**src/rtl/ibex_l2rf_pkg.sv**
```systemverilog
// ibex_l2rf_pkg: FSM states and register count; IBEX_L2RF_RV32E_EN selects the RV32E register file
package ibex_l2rf_pkg;
  typedef enum logic [1:0] {IDLE, SAVE, RESTORE, DONE} state_e;
`ifdef IBEX_L2RF_RV32E_EN
  localparam int NUM_REGS = 15;
`else
  localparam int NUM_REGS = 31;
`endif
endpackage

```
**src/rtl/ibex_l2rf_out_slice.sv**
```systemverilog
// ibex_l2rf_out_slice: one-entry valid/ready register slice for the save stream
module ibex_l2rf_out_slice #(
  parameter int DataWidth = 32
) (
  input  logic                 clk_i,
  input  logic                 rst_i,
  input  logic                 in_valid,
  output logic                 in_ready,
  input  logic [4:0]           in_addr,
  input  logic [DataWidth-1:0] in_data,
  input  logic                 in_last,
  output logic                 out_valid,
  input  logic                 out_ready,
  output logic [4:0]           out_addr,
  output logic [DataWidth-1:0] out_data,
  output logic                 out_last
);
  assign in_ready = !out_valid || out_ready;
  // Load a new beat whenever the slot is empty or being drained; last clears when the slot empties
  always_ff @(posedge clk_i or posedge rst_i) begin
    if (rst_i) begin
      out_valid <= 1'b0;
      out_addr  <= '0;
      out_data  <= '0;
      out_last  <= 1'b0;
    end else if (in_ready) begin
      out_valid <= in_valid;
      out_last  <= in_valid && in_last;
      if (in_valid) begin
        out_addr <= in_addr;
        out_data <= in_data;
      end
    end
  end
endmodule

```
**src/rtl/ibex_l2_rf_ctx_engine.sv**
```systemverilog
// ibex_l2_rf_ctx_engine: saves/restores the L2 register file over streams; IBEX_L2RF_RV32E_EN limits it to 15 registers
module ibex_l2_rf_ctx_engine
  import ibex_l2rf_pkg::*;
#(
  parameter int DataWidth = 32
) (
  input  logic                 clk_i,
  input  logic                 rst_i,
  input  logic                 save_req_i,
  input  logic                 restore_req_i,
  output logic                 busy_o,
  output logic                 done_o,
  output logic                 sv_valid_o,
  input  logic                 sv_ready_i,
  output logic [4:0]           sv_addr_o,
  output logic [DataWidth-1:0] sv_data_o,
  output logic                 sv_last_o,
  input  logic                 rs_valid_i,
  output logic                 rs_ready_o,
  input  logic [DataWidth-1:0] rs_data_i,
  output logic [4:0]           l2_addr_o,
  output logic [DataWidth-1:0] l2_wdata_o,
  output logic                 l2_we_o,
  input  logic [DataWidth-1:0] l2_rdata_i
);
  localparam logic [5:0] LastIdx = 6'(NUM_REGS);
  state_e     state, state_n;
  logic [5:0] idx, idx_n;
  logic       cap_valid, cap_ready, rs_fire;
  // The index runs one past the last register in SAVE so reading stops cleanly
  assign cap_valid  = state == SAVE && idx <= LastIdx;
  assign rs_fire    = state == RESTORE && rs_valid_i;
  assign busy_o     = state != IDLE;
  assign done_o     = state == DONE;
  assign rs_ready_o = state == RESTORE;
  assign l2_we_o    = rs_fire;
  assign l2_wdata_o = rs_fire ? rs_data_i : '0;
  assign l2_addr_o  = (state == SAVE || state == RESTORE) ? idx[4:0] : 5'd0;
  ibex_l2rf_out_slice #(.DataWidth(DataWidth)) u_slice (
    .clk_i     (clk_i),
    .rst_i     (rst_i),
    .in_valid  (cap_valid),
    .in_ready  (cap_ready),
    .in_addr   (idx[4:0]),
    .in_data   (l2_rdata_i),
    .in_last   (idx == LastIdx),
    .out_valid (sv_valid_o),
    .out_ready (sv_ready_i),
    .out_addr  (sv_addr_o),
    .out_data  (sv_data_o),
    .out_last  (sv_last_o)
  );
  // State and index registers
  always_ff @(posedge clk_i or posedge rst_i) begin
    if (rst_i) begin
      state <= IDLE;
      idx   <= 6'd1;
    end else begin
      state <= state_n;
      idx   <= idx_n;
    end
  end
  // Next state and index; save has priority over restore, requests while busy are dropped
  always_comb begin
    state_n = state;
    idx_n   = idx;
    case (state)
      IDLE: begin
        idx_n   = 6'd1;
        state_n = save_req_i ? SAVE : restore_req_i ? RESTORE : IDLE;
      end
      SAVE: begin
        idx_n   = (cap_valid && cap_ready) ? idx + 6'd1 : idx;
        state_n = (sv_valid_o && sv_ready_i && sv_last_o) ? DONE : SAVE;
      end
      RESTORE: begin
        idx_n   = rs_fire ? idx + 6'd1 : idx;
        state_n = (rs_fire && idx == LastIdx) ? DONE : RESTORE;
      end
      default: begin
        idx_n   = 6'd1;
        state_n = IDLE;
      end
    endcase
  end
endmodule

```
**config.mk**
```make
export PLATFORM = sky130hd
export DESIGN_NAME = ibex_l2_rf_ctx_engine
export DESIGN_NICKNAME = d
export VERILOG_FILES = /design/src/rtl/ibex_l2rf_pkg.sv /design/src/rtl/ibex_l2rf_out_slice.sv /design/src/rtl/ibex_l2_rf_ctx_engine.sv
export SDC_FILE = /design/constraint.sdc
export NUM_CORES = 1
export LEC_CHECK = 0
export CORE_MARGIN = 2
export CORE_UTILIZATION = 33
export DETAILED_ROUTE_END_ITERATION = 16
export GPL_TIMING_DRIVEN = 0
export PLACE_DENSITY = 0.75
export SLEW_MARGIN = 10
export SYNTH_ARGS = -nofsm -noshare
export SYNTH_HDL_FRONTEND = slang
export SYNTH_SLANG_ARGS = --single-unit
```
**constraint.sdc**
```tcl
create_clock -name clk_i -period 1.6 [get_ports clk_i]
set_input_delay 0.16 -clock clk_i [delete_from_list [all_inputs] [get_ports clk_i]]
set_output_delay 0.16 -clock clk_i [all_outputs]
set_load 0.05 [all_outputs]
```
==> results.md <==
* Outcome: complete, but fails checks
* Violated checks: negative setup slack
* Max cap viols at 0
* Hold_buf cts at 0
* GRT Residual Overflow at 0
* Wire length per cell at roughly 16 µm
* Largest net degree at the start of global routing at 37
* PD cells at between 2000 and 2500 nW/µm²
* Combinational share of power at between 60% and 70%
* Core Box Area at roughly 6700 µm²
* Synth Area per Inst at 12.2 µm²
* Post-synth EDFFs at 0
* Clock sink count at 47
* # setup viols final at 60
* WP data required at 1.44 ns
* VDD IR max at 1.27 mV
* Ys Warns at 0
* Post-synth cell types at 31
* Critical path startpoint category: flop
* Setup WS pre-CTS at -0.765 ns
* # rows at 30
* Fin cells at 436
* Period utilization at 102%
* FILL cells at between 500 and 600
* CP endpoint: l2_wdata_o[28]
* Maximum clock path buffer count at 2
* Final wirelength at around 7.2 mm
* Ys async rst share at 100%
* Worst Tran Pin Value at ~0.52 ns
* Post-Synthesis Cells at roughly 190
* Post-synth top flop: dfrtp_1
* Pre-Repair DR Iteration Count at 4
* Port Buffer Count at approximately 150
* Clock-pin slew on the worst setup and hold paths at around 0.090 ns
* Synthesized cell area at about 2300 µm²
* Worst Path Max Fanout at 10
* Period minus WS final at between 1.5 and 2 ns
* Setup Crit Path Kind: reg -> out
* Clock Latency Late Sink at about 0.3 ns
* Initial detailed-routing violation count at about 110
* P_leak at ~2.2 nW
* Hold Crit Class: in -> async
* Critical path endpoint category: output port
* Clock Skew at 0.00935 ns
* Internal reg-to-reg setup slack at -0.03 ns
* CTS H-tree lvls at 2
* Hold WS at roughly 0.10 ns
* P_int at 0.00493 W
* Initial antenna violation count at 0
* Clock share of power at approximately 10%
* Crit path from: state[0]
* Switching Share at a little under half
* Chip height at around 87 µm
* Final Max Tran Viols at 0
* Seq/Total Area, Yosys at 51.8%
* Die Area at 7570 µm²
* Via-per-instance ratio at between 4 and 5
* Final net count at 430
* Setup TNS at -1.04 ns
* Fin. Hold Viols at 0
* Share of the synthesized area in the top cell type at between 50% and 60%
* Dpl cell area at 3960 µm²
* RSZ-0062 raised after global routing: true
* Switching power of the nets at roughly 0.0043 W
* Antenna Violating Nets Remaining at 0
* Mapped Nets at approximately 260
* Number of global-route vias before repair at approximately 2.1k
* CTS tree: done
* Final WS setup at -0.0288 ns
* RD Place Congestion at 0.752
* Area growth syn-to-layout at 97.7%
* DP Cell Count at around 420
* Detail Placement HPWL at approximately 5 mm
* Cells on worst reg2reg path at 7
* Highest clock rate at around 610 MHz
* DRC Markers at 0
* Critical R2R Launch: state[1]
* Reg power frac at around 23%
* Top post-synthesis cells by area: dfrtp_1 (51%), mux2_2 (12%), and3_1 (9.4%), mux2_1 (5.9%), ha_1 (2.8%)
* I/O pin total at 150
* Die Width at 87.0 µm
* Ratio of cells with drive above 1 in the final layout at between 40% and 50%
* FF+latch count, synth at between 40 and 50
* Rel. slew slack at between 60% and 70%
* TritonCTS Buffers at 5
* RR Endpoint: u_slice.out_data[26]
* GRT Overall Usage at between 10% and 20%
* Post-synth top area cell: dfrtp_1
* Via count at about 2.1k
* N_diodes at 0
* Worst EP arrival at about 1.5 ns
* Initial cell density of the core at about a third
* Global-route wire length before repair at 11.1 mm
* CTS root buffer: clkbuf_8
* Finished Cell Area at between 4000 and 5000 µm²
-- through the flow --
stage,power (W),utilization (%)
final,0.00927,66.9
after global routing,0.00970,66.9
after CTS,0.00893,64.7
after detailed placement,0.00741,58.9
after global placement,0.00733,58.6
after floorplan,0.00566,-
-- placed cells by master, fill, tap and decap left out, types with 3 or more instances in the layout --
cell type / n
buf_6: 35
buf_2: 3
nand2_1: 3
dfrtp_1: 44
mux2_4: 31
ha_4: 3
clkbuf_8: 6
clkbuf_2: 3
nand3b_1: 3
dlygate4sd2_1: 38
o31ai_2: 4
and3_2: 27
and2_4: 3
mux2_2: 6
buf_4: 5
clkdlybuf4s50_1: 69
and3_1: 4
and3_4: 3
a21oi_1: 3
inv_2: 4
buf_8: 17
-- repair_timing --
item,CTS,global route
setup endpoints to repair,116,85
gates cloned,3,0
buffers inserted,11,1
gates resized for setup,365,61
pin swaps,7,2
-- critical path: stages, from the launching register on --
cell and delay [ns]:
dfrtp_1 0.41, inv_2 0.11, ha_4 0.18, buf_6 0.13, and3_4 0.19, buf_8 0.14
-- cells by family (layout without fill, tap and decap cells) --
logic type,after synthesis,count (layout),synth area share [%]
simple gates,60,60,16.7
flops,47,47,51.8
mux,37,37,18.3
buf+inv,20,189,4.18
compound gates,18,18,6.27
fa+ha+maj,5,5,2.75
-- sequential cells by signal (all words and copies together), names as in the netlist --
register	flops
idx	6
state	2
u_slice.out_addr	5
u_slice.out_data	32
u_slice.out_last	1
u_slice.out_valid	1
-- worst min path at each step --
stage / start / end
finish: rst_i / u_slice.out_data[28]
global placement: u_slice.out_data[0] / u_slice.out_data[0]
detailed placement: rst_i / u_slice.out_data[28]
floorplan: l2_rdata_i[0] / u_slice.out_data[0]
CTS: rst_i / u_slice.out_data[28]
global route: rst_i / u_slice.out_data[28]
-- final cells by class --
| cell class | instances | area [µm²] | area share [%] |
|---|---|---|---|
| buffer | 11 | 116 | 2.59 |
| clock buffer | 6 | 82.6 | 1.84 |
| clock inverter | 2 | 35.0 | 0.779 |
| inverter | 7 | 28.8 | 0.640 |
| multi-input combinational | 120 | 1260 | 28.0 |
| sequential | 47 | 1180 | 26.2 |
| tap | 80 | 100 | 2.23 |
| timing repair buffer | 163 | 1700 | 37.7 |
-- cells in the mapped netlist (3+ instances only) --
master,n
dfrtp_1,46
and3_1,34
mux2_2,25
mux2_1,12
clkbuf_1,7
inv_1,7
and2_1,5
ha_1,5
nand2_1,5
o31ai_1,5
a21oi_1,3
buf_4,3
nand2b_1,3
nand3b_1,3
-- per-layer routing --
layer | global-route usage [%] | wire length, µm | vias up
met4 | 3.55 | 44 | 0
met2 | 30.0 | 3650 | 52
li1 | - | - | 1004
met3 | 4.93 | 357 | 7
met1 | 25.7 | 3110 | 1040
met5 | 0 | 0 | -
-- power by group through the flow --
stage,sequential (W),combinational (W),clock [W]
after floorplan,0.00372,0.00193,0
after global placement,0.00205,0.00527,0
after detailed placement,0.00209,0.00532,0
after CTS,0.00206,0.00595,0.000918
after global routing,0.00216,0.00656,0.000985
final,0.00208,0.00628,0.000907
(Power assumes the default switching activity.)
